<file path="src/rtl/img_pkg.sv">
// ---------------------------------------------------------------------------
// img_pkg
//   Shared constants and types for the edge-detect image pipeline.
//   - Default frame geometry (WIDTH x HEIGHT) and pixel widths.
//   - Bit positions of the R/G/B channels inside a packed 24-bit pixel.
//   - Reciprocal-multiply constants for an exact floor(x/3) over 0..765.
//   - Front-stage FSM state encoding.
//   - rgb_sum(): zero-extended R+G+B of a packed pixel.
// ---------------------------------------------------------------------------
package img_pkg;

  localparam int WIDTH      = 720;
  localparam int HEIGHT     = 540;
  localparam int DWIDTH_IN  = 24;
  localparam int DWIDTH_OUT = 8;

  localparam int CH_W  = 8;
  localparam int R_LSB = 16;
  localparam int G_LSB = 8;
  localparam int B_LSB = 0;

  // Largest sum is 3*255 = 765, which needs 10 bits.
  localparam int SUM_W = 10;

  // (s*683)>>11 equals floor(s/3) for every s in 0..765.
  // The largest product is 765*683 = 522495, so a 20-bit product is plenty.
  localparam int DIV3_MUL   = 683;
  localparam int DIV3_SHIFT = 11;
  localparam int PROD_W     = 20;

  typedef enum logic [0:0] {
    S_RUN   = 1'b0,
    S_FLUSH = 1'b1
  } state_e;

  function automatic logic [SUM_W-1:0] rgb_sum(input logic [DWIDTH_IN-1:0] pix);
    logic [SUM_W-1:0] r;
    logic [SUM_W-1:0] g;
    logic [SUM_W-1:0] b;
    r = SUM_W'(pix[R_LSB +: CH_W]);
    g = SUM_W'(pix[G_LSB +: CH_W]);
    b = SUM_W'(pix[B_LSB +: CH_W]);
    return r + g + b;
  endfunction

endpackage

</file>
<file path="src/rtl/rgb_gray_datapath.sv">
// ---------------------------------------------------------------------------
// rgb_gray_datapath
//   Two-stage RGB -> gray pipeline with valid bits.
//     S1: sum_q  = R+G+B            (valid v1_q)
//     S2: gray_q = (sum_q*683)>>11  (valid v2_q)
//   All stage registers move together when adv_i is high and hold otherwise,
//   so a stalled output never loses or duplicates a pixel.
//
// Ports
//   clock        in   clock
//   reset        in   async reset, active-high
//   adv_i        in   pipeline advance enable
//   pix_valid_i  in   a pixel is being accepted into S1 this cycle
//   pix_i        in   packed {R,G,B} pixel
//   v2_o         out  S2 holds a valid gray pixel
//   gray_o       out  S2 gray value
// ---------------------------------------------------------------------------
module rgb_gray_datapath
  import img_pkg::*;
(
  input  logic                  clock,
  input  logic                  reset,
  input  logic                  adv_i,
  input  logic                  pix_valid_i,
  input  logic [DWIDTH_IN-1:0]  pix_i,
  output logic                  v2_o,
  output logic [DWIDTH_OUT-1:0] gray_o
);

  logic [SUM_W-1:0]      sum_q;
  logic [SUM_W-1:0]      sum_d;
  logic                  v1_q;
  logic [DWIDTH_OUT-1:0] gray_q;
  logic [DWIDTH_OUT-1:0] gray_d;
  logic                  v2_q;

  assign sum_d = rgb_sum(pix_i);

  // The cast keeps only the 8 result bits above the shift; the product
  // never reaches bit 19, so nothing meaningful is dropped.
  assign gray_d = DWIDTH_OUT'((PROD_W'(sum_q) * PROD_W'(DIV3_MUL)) >> DIV3_SHIFT);

  always_ff @(posedge clock or posedge reset) begin
    if (reset) begin
      sum_q  <= '0;
      v1_q   <= 1'b0;
      gray_q <= '0;
      v2_q   <= 1'b0;
    end else if (adv_i) begin
      sum_q  <= sum_d;
      v1_q   <= pix_valid_i;
      gray_q <= gray_d;
      v2_q   <= v1_q;
    end
  end

  assign v2_o   = v2_q;
  assign gray_o = gray_q;

endmodule

</file>
<file path="src/rtl/rgb_to_gray_stage.sv">
// ---------------------------------------------------------------------------
// rgb_to_gray_stage
//   Front stage of the edge-detect pipeline. Pops RGB pixels from a FWFT
//   input FIFO, converts each to gray = floor((R+G+B)/3) through a 2-stage
//   pipeline and pushes the result into the output FIFO. One pixel per
//   cycle, 2-cycle latency, full backpressure.
//
//   After the last pixel of a frame has been popped, the stage stops popping
//   until that frame has fully drained into the output FIFO, then pulses
//   frame_done for one cycle and resumes with the next frame.
//
//   state   | meaning
//   --------+--------------------------------------------------------------
//   S_RUN   | popping pixels of the current frame
//   S_FLUSH | all pixels of the frame popped; waiting for the last write
//
// Ports
//   clock           in   clock
//   reset           in   async reset, active-high
//   fifo_in_rd_en   out  pop input FIFO
//   fifo_in_dout    in   RGB pixel at head of input FIFO
//   fifo_in_empty   in   input FIFO empty
//   fifo_out_wr_en  out  push output FIFO
//   fifo_out_din    out  gray pixel
//   fifo_out_full   in   output FIFO full
//   frame_done      out  1-cycle pulse after the last pixel of a frame is written
// ---------------------------------------------------------------------------
module rgb_to_gray_stage
  import img_pkg::*;
#(
  parameter int WIDTH  = img_pkg::WIDTH,
  parameter int HEIGHT = img_pkg::HEIGHT
) (
  input  logic                  clock,
  input  logic                  reset,
  output logic                  fifo_in_rd_en,
  input  logic [DWIDTH_IN-1:0]  fifo_in_dout,
  input  logic                  fifo_in_empty,
  output logic                  fifo_out_wr_en,
  output logic [DWIDTH_OUT-1:0] fifo_out_din,
  input  logic                  fifo_out_full,
  output logic                  frame_done
);

  localparam int NPIX  = WIDTH * HEIGHT;
  localparam int CNT_W = (NPIX > 1) ? $clog2(NPIX) : 1;
  localparam logic [CNT_W-1:0] LAST_PIX = CNT_W'(NPIX - 1);

  state_e           state_q;
  state_e           state_d;
  logic [CNT_W-1:0] rd_cnt_q;
  logic [CNT_W-1:0] rd_cnt_d;
  logic [CNT_W-1:0] wr_cnt_q;
  logic [CNT_W-1:0] wr_cnt_d;
  logic             frame_done_q;
  logic             frame_done_d;

  logic             adv;
  logic             v2;
  logic             rd_en;
  logic             wr_en;

  // S2 can move whenever it is empty or its pixel is being written out.
  assign adv   = !v2 || !fifo_out_full;
  assign wr_en = v2 && !fifo_out_full;
  // Reset is folded in so no pop is reported while the stage is held in
  // reset, even though the state register already reads S_RUN.
  assign rd_en = !reset && (state_q == S_RUN) && !fifo_in_empty && adv;

  rgb_gray_datapath u_datapath (
    .clock       (clock),
    .reset       (reset),
    .adv_i       (adv),
    .pix_valid_i (rd_en),
    .pix_i       (fifo_in_dout),
    .v2_o        (v2),
    .gray_o      (fifo_out_din)
  );

  always_comb begin
    state_d      = state_q;
    rd_cnt_d     = rd_cnt_q;
    wr_cnt_d     = wr_cnt_q;
    frame_done_d = 1'b0;

    if (rd_en) begin
      rd_cnt_d = rd_cnt_q + 1'b1;
    end
    if (wr_en) begin
      wr_cnt_d = wr_cnt_q + 1'b1;
    end

    case (state_q)
      S_RUN: begin
        if (rd_en && (rd_cnt_q == LAST_PIX)) begin
          rd_cnt_d = '0;
          state_d  = S_FLUSH;
        end
      end
      S_FLUSH: begin
        // The last write of a frame always lands here: the pipeline is two
        // deep, so it trails the last pop by at least two cycles.
        if (wr_en && (wr_cnt_q == LAST_PIX)) begin
          wr_cnt_d     = '0;
          frame_done_d = 1'b1;
          state_d      = S_RUN;
        end
      end
      default: begin
        state_d  = S_RUN;
        rd_cnt_d = '0;
        wr_cnt_d = '0;
      end
    endcase
  end

  always_ff @(posedge clock or posedge reset) begin
    if (reset) begin
      state_q      <= S_RUN;
      rd_cnt_q     <= '0;
      wr_cnt_q     <= '0;
      frame_done_q <= 1'b0;
    end else begin
      state_q      <= state_d;
      rd_cnt_q     <= rd_cnt_d;
      wr_cnt_q     <= wr_cnt_d;
      frame_done_q <= frame_done_d;
    end
  end

  assign fifo_in_rd_en  = rd_en;
  assign fifo_out_wr_en = wr_en;
  assign frame_done     = frame_done_q;

endmodule

</file>
<file path="config.mk">
export PLATFORM = sky130hd
export DESIGN_NAME = rgb_to_gray_stage
export DESIGN_NICKNAME = d
export VERILOG_FILES = /design/src/rtl/img_pkg.sv /design/src/rtl/rgb_gray_datapath.sv /design/src/rtl/rgb_to_gray_stage.sv
export SDC_FILE = /design/constraint.sdc
export NUM_CORES = 1
export LEC_CHECK = 0
export ABC_AREA = 1
export CORE_MARGIN = 2
export CORE_UTILIZATION = 55
export CTS_CLUSTER_DIAMETER = 60
export CTS_CLUSTER_SIZE = 10
export DETAILED_ROUTE_END_ITERATION = 8
export PLACE_DENSITY = 0.75
export SYNTH_ARGS = -nofsm -noshare
export SYNTH_HDL_FRONTEND = slang
export SYNTH_HIERARCHICAL = 1
export SYNTH_SLANG_ARGS = --single-unit
</file>
<file path="constraint.sdc">
create_clock -name clock -period 5.2 [get_ports clock]
set_input_delay 0.52 -clock clock [delete_from_list [all_inputs] [get_ports clock]]
set_output_delay 0.52 -clock clock [all_outputs]
set_load 0.01 [all_outputs]
</file>
Yosys cells after proc, flatten, opt, wreduce, memory -nomap -nowiden:

Cells that the tools add are included.

* shifts and indexed selects: 0
* bitwise operators: 1
* add/subtract/negate cells: 4
* div/mod/pow operators: 0
* mux-type cells: 11
* eq/ne operators: 2
* order comparisons: 0
* multiply operators: 1
* reductions and logical operators: 11

Operators with widths (number)
* 2-to-1 mux 19 bit: 6
* adder 19 x 1 -> 19 bit, second input constant: 2
* equality test 19 bit, second input constant: 2
* multiplier 10 x 10 -> 19 bit, second input constant: 1
* adder 10 x 8 -> 10 bit: 1
* adder 8 x 8 -> 9 bit: 1
* logical AND 1 bit: 6
* logical NOT 1 bit: 4
* 2-to-1 mux 1 bit: 4
* one-hot mux 1 bit (2 select lines): 1
* logical OR 1 bit: 1
* inverter 1 bit: 1

* bits in latches: 0
* input bits: 28
* memories: 0
* memory bits (read-only): 0
* flip-flop bits (word level): 60
* bits in writable memories: 0

Depth between registers and ports, before layout:

* depth after elaboration: 7
* depth in mapped cells: 20
* depth with buffers taken out: 20

Cells and area by module:

The synthesis kept the hierarchy.

By module, submodules not included
* rgb_gray_datapath: cells an instance 393, area an instance 3128.0 µm², sequential area each 500.5 µm², times used 1
* rgb_to_gray_stage: cells an instance 345, area an instance 2462.4 µm², sequential area each 1001.0 µm², times used 1

Worst setup path before layout:

Ideal clock, no wire load.

* path type: reg-to-reg
* start: register u_datapath.sum_q[1]
* end: register u_datapath.gray_q[6], in the netlist u_datapath/gray_o[6]
* path slack: 1.392 ns
* setup time: 0.117 ns
* cell stages (with the launch flop): 16
* data required time: 5.083 ns
* arrival: 3.690 ns
* path through: dfrtp_1 > ha_1 > fa_1 > inv_1 > fa_1 > inv_1 > fa_1 > ha_1 > ha_1 > a21oi_2 > o21a_1 > nor2_1 > nor2_1 > nand3_1 > nand3_1 > nand2_1

* longest elaborated chain between the ends: 1

Ends and longest elaborated chain
* start, declared: RTL line rgb_gray_datapath.sv:30 `logic [SUM_W-1:0] sum_q;`
* start signal, assigned: RTL line rgb_gray_datapath.sv:50 `sum_q <= sum_d;`
* multiplier 10 x 10 -> 19 bit: RTL line rgb_gray_datapath.sv:41 `assign gray_d = DWIDTH_OUT'((PROD_W'(sum_q) * PROD_W'(DIV3_MUL)) >> DIV3_SHIFT);`
* end signal, assigned: RTL line rgb_gray_datapath.sv:52 `gray_q <= gray_d;`
* end, declared: RTL line rgb_gray_datapath.sv:33 `logic [DWIDTH_OUT-1:0] gray_q;`

No other way between the ends.
A chain may end at the register's enable or synchronous reset.

Worst setup path after layout:

* start: register u_datapath.sum_q[5]
* end: register u_datapath.gray_q[4], in the netlist u_datapath/gray_o[4]

Same word-level chain as after synthesis.

==> impl_metrics.json <==
{
  "status": "complete, no violations",
  "crit_path_max_fanout": 5,
  "cts_root_buffer": "clkbuf_8",
  "dieArea_um2": 11000,
  "synth_ff_type": "dfrtp_1",
  "clk_pin_slew_ns": 0.07,
  "core_area_um2": 9820,
  "dr.first_iter.drc_count": 283,
  "worstSetupEndpointType": "flip-flop",
  "cts_setup_buffers": 0,
  "cts_max_level": 3,
  "period_needed_ns": 4.18,
  "ys_top_cells_by_count": "nand2_1 (179), inv_1 (142), nor2_1 (81)",
  "relSlewSlack": 0.444,
  "cts-hold-fix-buffers": 0,
  "synth-seq-cells": 60,
  "antennaDiodeCount": 0,
  "num_rows": 36,
  "setup.worst_path.class": "flip-flop to flip-flop",
  "die_h_um": 105,
  "fin_tns_setup_ns": 0,
  "cts_buffer_depth": 2,
  "cp.arrival_ns": 4.43,
  "grt_max_degree": 23,
  "grt_pass1_vias": 4592,
  "synth.yosys.warnings": 6,
  "multi_input_area_um2": 3520,
  "initial_core_util": 0.569,
  "cts_inserted_buffers": 9,
  "grt_first_pass_wirelength_um": 21400,
  "drtAntennaViolNets": 0,
  "cp.required_ns": 5.45,
  "max_freq_mhz": 239,
  "routed_via_density": 5.21,
  "io_buffers": 38,
  "ff_latch_area_um2": 1500,
  "dpl.hpwl_um": 9910,
  "die_w_um": 105,
  "routed_wl_um": 12300,
  "drive_gt1_frac": 0.0532,
  "finalCritPeriodShare": 0.804,
  "postSynthAreaPerCell_um2": 7.58,
  "grt_setup_unrepaired": "no",
  "hold_viol_final": 0,
  "grt.overflow.total": 0,
  "synthDistinctLibCells": 37,
  "synth_edf_count": 0,
  "tightest_slew_ns": 0.833,
  "netlist_top_cells_area": "dfrtp_1 (27%), ha_1 (15%), nand2_1 (12%)",
  "layout.nets": 910,
  "clkLatencyLatePin_ns": 0.36,
  "r2r_slack_ns": 1.02,
  "synth.top_cell.area_share": 0.269,
  "synth_nets": 863,
  "synthArstFlopShare": 1.00,
  "cap_viol_max_count": 0,
  "ctsResizeCount": 0,
  "globalRouteTotalUtil": 0.243,
  "setup_viol": 0,
  "clkSinkCount": 60,
  "hp-class": "flip-flop to flip-flop",
  "synth_most_common_cell": "nand2_1",
  "wl_per_cell_um": 13.3,
  "fillers": 907,
  "synth_area_leader_cell": "dfrtp_1",
  "fin_skew_ns": 0.0107,
  "drc_errors": 0,
  "drt-pass1-iter-count": 5,
  "cp-start-kind": "flip-flop",
  "ios": 39,
  "cts_tree": "built",
  "gp_congestion": 0.953,
  "area_delta_synth_final_pct": 12.9,
  "drv_slew": 0,
  "syn_inst": 738,
  "netlist_area_um2": 5590,
  "antenna_found_initial": 0,
  "seq_area_frac_synth": 0.269,
  "num_vias": 4809
}
critical path: stages (launching register included):
cell and delay (ns):
dfrtp_1 0.47, ha_1 0.37, fa_1 0.47, fa_1 0.52
inv_1 0.06, fa_1 0.53, inv_1 0.05, ha_1 0.29
ha_1 0.39, a21oi_1 0.31, nor2_1 0.08, nor3_1 0.27
nand3_1 0.13, nand3_1 0.10, nand2_1 0.05
metrics by stage:
step	setup WS (ns)	instance area (um2)	utilization	std cells	hold slack, ns
detailed placement	1.09	6140	0.625	907	0.469
global route	0.820	6310	0.643	923	0.499
CTS	1.07	6310	0.643	923	0.481
finish	1.02	6310	0.643	923	0.482
floorplan	1.39	5590	-	738	0.442
global placement	1.13	6140	0.625	907	0.459
path summary, 6_finish.rpt:
check                                      from                   end  cells after the start
max                         u_datapath/sum_q[5]  u_datapath/gray_o[4]                     14
min                        u_datapath/gray_o[4]  u_datapath/gray_o[4]                      2
max reg2reg                 u_datapath/sum_q[5]  u_datapath/gray_o[4]                     14
min reg2reg                u_datapath/gray_o[4]  u_datapath/gray_o[4]                      2
max in group asynchronous                 reset           wr_cnt_q[3]                      3
min in group asynchronous                 reset          rd_cnt_q[11]                      2
area by class of cell:
cell class	count	share of cell area
Clock buffer	11	0.0224
Clock inverter	5	0.00575
Inverter	145	0.0870
Multi-Input combinational cell	529	0.558
Sequential cell	60	0.238
Tap cell	133	0.0264
Timing Repair Buffer	40	0.0626
cell families after synthesis:
| group | synth area share |
|---|---|
| compound gates | 0.0508 |
| xor+xnor | 0.0313 |
| buf+inv | 0.101 |
| simple gates | 0.289 |
| flops | 0.269 |
| mux | 0.00179 |
| fa+ha+maj | 0.257 |
routing by layer:
layer  track usage  routed length [um]  vias to the layer above
li1              -                   -                     2416
met5             0                   0                        -
met1         0.351                5880                     2245
met4        0.0581                 121                        0
met3        0.0574                 825                       12
met2         0.371                5420                      136
placed cells by master, fill, tap and decap left out, types with 2 or more instances in the layout:
master | netlist | layout
a21oi_1 | 20 | 20
a21oi_2 | 2 | 2
buf_4 | 0 | 2
clkbuf_8 | 0 | 10
clkdlybuf4s50_1 | 0 | 38
clkinvlp_4 | 0 | 3
dfrtp_1 | 60 | 60
fa_1 | 30 | 30
ha_1 | 67 | 67
inv_1 | 142 | 142
inv_4 | 2 | 2
nand2_1 | 179 | 179
nand2_2 | 5 | 5
nand2_4 | 2 | 2
nand3_1 | 51 | 51
nand3_2 | 2 | 2
nand3b_1 | 2 | 2
nand4_1 | 16 | 16
nor2_1 | 81 | 81
nor2_4 | 9 | 9
nor3_1 | 9 | 9
o21a_1 | 2 | 2
o21ai_0 | 12 | 12
o21ai_1 | 5 | 5
o21bai_1 | 4 | 4
xnor2_1 | 6 | 6
xor2_1 | 14 | 14
registers in the layout (all words and copies together) (netlist names):
register / flops
rd_cnt_q: 19
wr_cnt_q: 19
u_datapath/sum_q: 10
u_datapath/gray_o: 8
frame_done: 1
state_q: 1
u_datapath/v1_q: 1
u_datapath/v2_o: 1
Power is left out: the tool's default activity adds up to more than one toggle a clock period on the data nets, which glitch-free logic cannot reach.
